--- src/rtl/spi_slave_buffered.sv ---
// SPI mode-0 responder with a host-preloaded Tx buffer and an Rx capture buffer.
// All SPI pins are oversampled and edge-detected in the sysClk domain.
module spi_slave_buffered #(
    parameter int DATA_WIDTH  = 8,
    parameter int DEPTH       = 4,
    parameter int ADDR_WIDTH  = 2,
    parameter int SYNC_STAGES = 2
) (
    input  logic                  sysClk,
    input  logic                  reset,
    input  logic                  spiClk,
    input  logic                  cs,
    input  logic                  mosi,
    output logic                  miso,
    input  logic [ADDR_WIDTH-1:0] tx_addr,
    input  logic [DATA_WIDTH-1:0] tx_byte,
    input  logic                  tx_wr,
    input  logic [ADDR_WIDTH-1:0] rx_addr,
    input  logic                  rx_rd,
    output logic [DATA_WIDTH-1:0] rx_byte,
    output logic [ADDR_WIDTH:0]   rx_count,
    output logic                  busy,
    output logic                  trx_done
);

    localparam int CNT_W = $clog2(DATA_WIDTH);
    localparam logic [ADDR_WIDTH:0] DEPTH_C = (ADDR_WIDTH+1)'(DEPTH);
    localparam logic [CNT_W-1:0] LAST_BIT_C = CNT_W'(DATA_WIDTH-1);

    typedef enum logic [1:0] {SIdle = 2'd0, SShift = 2'd1, SDone = 2'd2} state_t;

    state_t                  state_q, state_d;
    logic [SYNC_STAGES-1:0]  sclk_sync_q, cs_sync_q, mosi_sync_q;
    logic                    sclk_prev_q, cs_prev_q;
    logic                    sclk_rise_s, sclk_fall_s, cs_rise_s, cs_fall_s, mosi_s;
    logic                    miso_q, miso_d, busy_q, busy_d, trx_done_q, trx_done_d;
    logic [DATA_WIDTH-1:0]   rx_byte_q, rx_byte_d, tx_shift_q, tx_shift_d, rx_shift_q, rx_shift_d;
    logic [ADDR_WIDTH:0]     rx_count_q, rx_count_d;
    logic [CNT_W-1:0]        bit_cnt_q, bit_cnt_d;
    logic [ADDR_WIDTH-1:0]   byte_idx_q, byte_idx_d;
    logic [DATA_WIDTH-1:0]   tx_buf_q [DEPTH];
    logic [DATA_WIDTH-1:0]   tx_buf_d [DEPTH];
    logic [DATA_WIDTH-1:0]   rx_buf_q [DEPTH];
    logic [DATA_WIDTH-1:0]   rx_buf_d [DEPTH];

    // Synchronizers clear to 0 so that a cs held low across reset cannot look like a fresh fall.
    always_ff @(posedge sysClk) begin
        if (reset) begin
            sclk_sync_q <= '0;
            cs_sync_q   <= '0;
            mosi_sync_q <= '0;
            sclk_prev_q <= 1'b0;
            cs_prev_q   <= 1'b0;
        end else begin
            sclk_sync_q <= {sclk_sync_q[SYNC_STAGES-2:0], spiClk};
            cs_sync_q   <= {cs_sync_q[SYNC_STAGES-2:0], cs};
            mosi_sync_q <= {mosi_sync_q[SYNC_STAGES-2:0], mosi};
            sclk_prev_q <= sclk_sync_q[SYNC_STAGES-1];
            cs_prev_q   <= cs_sync_q[SYNC_STAGES-1];
        end
    end

    assign sclk_rise_s = sclk_sync_q[SYNC_STAGES-1] & ~sclk_prev_q;
    assign sclk_fall_s = ~sclk_sync_q[SYNC_STAGES-1] & sclk_prev_q;
    assign cs_rise_s   = cs_sync_q[SYNC_STAGES-1] & ~cs_prev_q;
    assign cs_fall_s   = ~cs_sync_q[SYNC_STAGES-1] & cs_prev_q;
    assign mosi_s      = mosi_sync_q[SYNC_STAGES-1];

    // Next-state logic for the FSM, shift registers, counters and both buffers.
    always_comb begin
        state_d    = state_q;
        miso_d     = miso_q;
        busy_d     = busy_q;
        trx_done_d = 1'b0;
        rx_count_d = rx_count_q;
        bit_cnt_d  = bit_cnt_q;
        byte_idx_d = byte_idx_q;
        tx_shift_d = tx_shift_q;
        rx_shift_d = rx_shift_q;
        tx_buf_d   = tx_buf_q;
        rx_buf_d   = rx_buf_q;

        if (!tx_wr && !busy_q) begin
            tx_buf_d[tx_addr] = tx_byte;
        end else begin
            tx_buf_d = tx_buf_q;
        end

        if (!rx_rd) begin
            rx_byte_d = rx_buf_q[rx_addr];
        end else begin
            rx_byte_d = rx_byte_q;
        end

        case (state_q)
            SIdle: begin
                if (cs_fall_s) begin
                    state_d    = SShift;
                    busy_d     = 1'b1;
                    rx_count_d = '0;
                    bit_cnt_d  = '0;
                    byte_idx_d = '0;
                    tx_shift_d = tx_buf_q[0];
                    miso_d     = tx_buf_q[0][DATA_WIDTH-1];
                end else begin
                    state_d = SIdle;
                end
            end
            SShift: begin
                // A cs rise outranks any spiClk edge seen in the same cycle.
                if (cs_rise_s) begin
                    state_d    = SDone;
                    trx_done_d = 1'b1;
                end else if (sclk_rise_s) begin
                    rx_shift_d = {rx_shift_q[DATA_WIDTH-2:0], mosi_s};
                    if (bit_cnt_q == LAST_BIT_C) begin
                        rx_buf_d[byte_idx_q] = {rx_shift_q[DATA_WIDTH-2:0], mosi_s};
                        byte_idx_d = byte_idx_q + ADDR_WIDTH'(1);
                        bit_cnt_d  = '0;
                        if (rx_count_q == DEPTH_C) begin
                            rx_count_d = rx_count_q;
                        end else begin
                            rx_count_d = rx_count_q + (ADDR_WIDTH+1)'(1);
                        end
                    end else begin
                        bit_cnt_d = bit_cnt_q + CNT_W'(1);
                    end
                end else if (sclk_fall_s) begin
                    if (bit_cnt_q == '0 && rx_count_q != '0) begin
                        tx_shift_d = tx_buf_q[byte_idx_q];
                        miso_d     = tx_buf_q[byte_idx_q][DATA_WIDTH-1];
                    end else begin
                        tx_shift_d = {tx_shift_q[DATA_WIDTH-2:0], 1'b0};
                        miso_d     = tx_shift_q[DATA_WIDTH-2];
                    end
                end else begin
                    state_d = SShift;
                end
            end
            SDone: begin
                busy_d  = 1'b0;
                miso_d  = 1'b0;
                state_d = SIdle;
            end
            default: begin
                state_d = SIdle;
            end
        endcase
    end

    // State and datapath registers; reset wipes the buffers as well.
    always_ff @(posedge sysClk) begin
        if (reset) begin
            state_q    <= SIdle;
            miso_q     <= 1'b0;
            busy_q     <= 1'b0;
            trx_done_q <= 1'b0;
            rx_byte_q  <= '0;
            rx_count_q <= '0;
            bit_cnt_q  <= '0;
            byte_idx_q <= '0;
            tx_shift_q <= '0;
            rx_shift_q <= '0;
            for (int i = 0; i < DEPTH; i++) begin
                tx_buf_q[i] <= '0;
                rx_buf_q[i] <= '0;
            end
        end else begin
            state_q    <= state_d;
            miso_q     <= miso_d;
            busy_q     <= busy_d;
            trx_done_q <= trx_done_d;
            rx_byte_q  <= rx_byte_d;
            rx_count_q <= rx_count_d;
            bit_cnt_q  <= bit_cnt_d;
            byte_idx_q <= byte_idx_d;
            tx_shift_q <= tx_shift_d;
            rx_shift_q <= rx_shift_d;
            tx_buf_q   <= tx_buf_d;
            rx_buf_q   <= rx_buf_d;
        end
    end

    assign miso     = miso_q;
    assign busy     = busy_q;
    assign trx_done = trx_done_q;
    assign rx_byte  = rx_byte_q;
    assign rx_count = rx_count_q;

endmodule

--- config.mk ---
export PLATFORM = sky130hd
export DESIGN_NAME = spi_slave_buffered
export DESIGN_NICKNAME = d
export VERILOG_FILES = /design/src/rtl/spi_slave_buffered.sv
export SDC_FILE = /design/constraint.sdc
export NUM_CORES = 1
export LEC_CHECK = 0
export ABC_AREA = 1
export BUFFER_PORTS_ARGS = -buffer_cell sky130_fd_sc_hd__buf_2
export CORE_AREA = 2 2 111 113
export CTS_BUF_LIST = sky130_fd_sc_hd__clkbuf_4 sky130_fd_sc_hd__clkbuf_8 sky130_fd_sc_hd__clkbuf_16
export CTS_CLUSTER_DIAMETER = 30
export DETAILED_ROUTE_END_ITERATION = 12
export DIE_AREA = 0 0 113 115
export HOLD_SLACK_MARGIN = 0.12
export PLACE_DENSITY = 0.58
export RECOVER_POWER = 50
export SETUP_SLACK_MARGIN = 0.2
export SYNTH_ARGS = -nofsm -noshare
export SYNTH_HDL_FRONTEND = slang
export SYNTH_SLANG_ARGS = --single-unit
--- constraint.sdc ---
create_clock -name sysClk -period 1.5 [get_ports sysClk]
set_input_delay 0.15 -clock sysClk [delete_from_list [all_inputs] [get_ports sysClk]]
set_output_delay 0.15 -clock sysClk [all_outputs]
set_load 0.03 [all_outputs]
==> results.tsv <==
metric	value	unit
setup repair after global routing missed its margin	yes	
Slew headroom	72.4	%
final wirelength	12.6	mm
H-tree Lvls	3	
worst-path fanout max	7	
FF-to-FF path depth	8	
Cell Pwr Density	962	nW/µm²
I/O pins	33	
Chip Width	113	µm
antenna violations before repair	0	
CP endpoint kind	flop	
fill count	1146	
VDD IR max	0.603	mV
max-slew violation count	0	
largest net degree at the start of global routing	86	
number of core rows	40	
die height	115	µm
crit path DAT	1.76	ns
Port Buffer Count	32	
worst setup margin	-0.0172	ns
Worst R2R End	rx_buf_q[18]$_SDFFE_PP0P_	
die area	13000	µm²
mapped cell area	4930	µm²
status	complete, but fails checks	
Initial Utilization	41.8	%
clock tree buffer depth	2	
drt first pass iters	8	
# DRC	1	
worst slew pin tran	0.413	ns
clk slew on worst S/H paths	0.07	ns
Hold Path Origin	tx_byte[1]	
fmax	0.659	GHz
Clock Skews	0.00845	ns
most frequent cells in the layout	nor2_1, dfxtp_1, o21ai_0	
Seq/Total Area, Yosys	43.4	%
Cells after DPL	900	
HPWL Detailed	8.57	mm
failing checks	DRC, setup timing	
final hold violation count	0	
Gate Count Post-Synth	712	
GP Congestion	0.798	
Tot Pwr	6.22	mW
initial drt markers	242	
CTS Buf Count	9	
Final min period	1.52	ns
worst reg2reg startpoint	state_q[0]$_SDFFE_PP0P_	
final setup vio count	3	
Worst-Skew Late Latency	0.36	ns
Clock Sinks	107	
Syn-to-layout area delta	31.2	%
Core Region	11800	µm²
synth unique cells	22	
Final period util	101	%
final cell count without fillers	943	
routed vias/inst	4.95	
Warnings, synthesis	0	
# diodes	0	
WHS Path Cells	3	
most common cell after layout, fill and taps aside	nor2_1	
CTS root buf	clkbuf_16	
vias in the first global route	4434	
post-route ant nets	0	
final core utilization	54.8	%
Crit Path Category	reg2reg	
overall routing resource usage	20.3	%
Worst Setup Start Kind	flop	
syn_nets	745	
reg2reg setup slack	-0.02	ns
maxcap violations	0	
leakage	2.75	nW
gr ovfl total	0	
layout cells sized above 1	23.9	%
fin nets	824	
WL/cell	13.4	µm
DR vias	4665	
CTS tree	built	
worst min-delay path category	in2reg	
first-pass GRT wire length	21.0	mm
Hold Path Sink	tx_buf_q[1]$_SDFFE_PP0P_	
Worst Path Required	1.75	ns
flops & latches, synth	107	
syn_area_per_cell	6.93	µm²
-- through the flow --
step	area [µm²]	hold slack, ns	TNS, ns	setup slack [ns]
after global routing	6470	0.146	-2.39	-0.103
after global placement	5690	0.352	-0.333	-0.0795
after floorplan	5180	0.257	0	0.0766
after CTS	6280	0.132	0	0.00181
final	6470	0.143	-0.0355	-0.0172
after detailed placement	5690	0.361	-0.558	-0.0968
-- worst max-delay path: stages, from the launching register on --
cell	delay, ns
dfxtp_4	0.40
ha_4	0.19
nand3_4	0.09
nor2_4	0.16
nand2_8	0.12
buf_6	0.16
buf_4	0.13
nor3_2	0.10
nor2_1	0.05
-- layout make-up --
| cell class | count | area [µm²] | area share [%] |
|---|---|---|---|
| clock inverter | 6 | 62.6 | 0.967 |
| inverter | 100 | 397 | 6.13 |
| tap | 147 | 184 | 2.84 |
| multi-input combinational | 478 | 2710 | 41.9 |
| timing repair buffer | 95 | 726 | 11.2 |
| clock buffer | 10 | 233 | 3.60 |
| sequential | 107 | 2160 | 33.4 |
-- per-layer routing --
metal / routed length [µm] / share of wire (%) / track usage (%) / vias to the layer above
met5: 0 / 0 / 0 / -
met4: 261 / 2.1 / 7.89 / 0
met3: 516 / 4.1 / 4.74 / 19
met2: 6090 / 48 / 33.7 / 67
met1: 5780 / 46 / 25.8 / 2142
li1: - / - / - / 2437
-- sequential cells by signal, indices dropped and copies added, names as in the netlist, 2 cells and up --
name / count
tx_shift_q: 7
cs_sync_q: 2
rx_count: 3
rx_buf_q: 32
sclk_sync_q: 2
byte_idx_q: 2
bit_cnt_q: 3
tx_buf_q: 32
rx_byte: 8
mosi_sync_q: 2
state_q: 2
rx_shift_q: 7
-- how the worst max path moves through the flow --
stage                             from                        end  slack, ns  cells past startpoint
4_1_cts        state_q[1]$_SDFFE_PP0P_  rx_buf_q[18]$_SDFFE_PP0P_      0.002                      9
5_1_grt        state_q[1]$_SDFFE_PP0P_  rx_buf_q[25]$_SDFFE_PP0P_      -0.10                      8
3_5_place_dp   state_q[0]$_SDFFE_PP0P_  bit_cnt_q[2]$_SDFFE_PP0P_       -0.1                     10
2_1_floorplan  state_q[1]$_SDFFE_PP0P_  rx_buf_q[16]$_SDFFE_PP0P_       0.08                      8
3_3_place_gp   state_q[0]$_SDFFE_PP0P_  bit_cnt_q[0]$_SDFFE_PP0P_      -0.08                     10
6_report       state_q[0]$_SDFFE_PP0P_  rx_buf_q[18]$_SDFFE_PP0P_      -0.02                      8
-- report_power, final --
part	switching, mW	leakage, nW	internal, mW	total (mW)
clock network	1.08	0.147	1.31	2.40
logic	0.514	1.73	0.313	0.827
registers	0.0584	0.874	2.94	3.00
-- Yosys cell counts --
cell      count  share of area, %
nand2_4       1              0.23
nor2_1      136                10
nand2_1      80               6.1
inv_2         2              0.15
buf_2         2              0.20
inv_1        90               6.8
buf_6         3              0.68
nor2_4        5               1.1
nor2_2        2              0.25
nand3_2       2              0.41
clkinv_1      8              0.61
clkbuf_1     22               1.7
a221oi_1      1              0.18
dfxtp_1     107                43
ha_1         14               3.6
nand2_2       1              0.13
nor3_1       39               4.0
buf_4         1              0.15
a21oi_1      45               4.6
nand3_1      32               3.2
xnor2_1       1              0.18
o21ai_0     118                12
-- logic make-up (layout without fill, tap and decap cells) --
| logic type | after synthesis | in the layout | share of synthesized area, % |
|---|---|---|---|
| DFF | 107 | 107 | 43.4 |
| AOI/OAI and AO/OA | 164 | 164 | 16.7 |
| adders and majority gates | 14 | 14 | 3.55 |
| buffers and inverters | 128 | 211 | 10.3 |
| and+or+nand+nor | 298 | 299 | 25.8 |
| xor gates and xnor gates | 1 | 1 | 0.178 |
-- repair_timing --
item                                   CTS  global route
endpoints found under the hold margin   19             0
setup endpoints to repair               59            59
hold buffers                             9             0
gates cloned                             1             0
setup buffers                           13             4
gates resized for setup                 45            45
pin swaps                               14            26
Note: power is estimated with default switching activity, not from simulation.
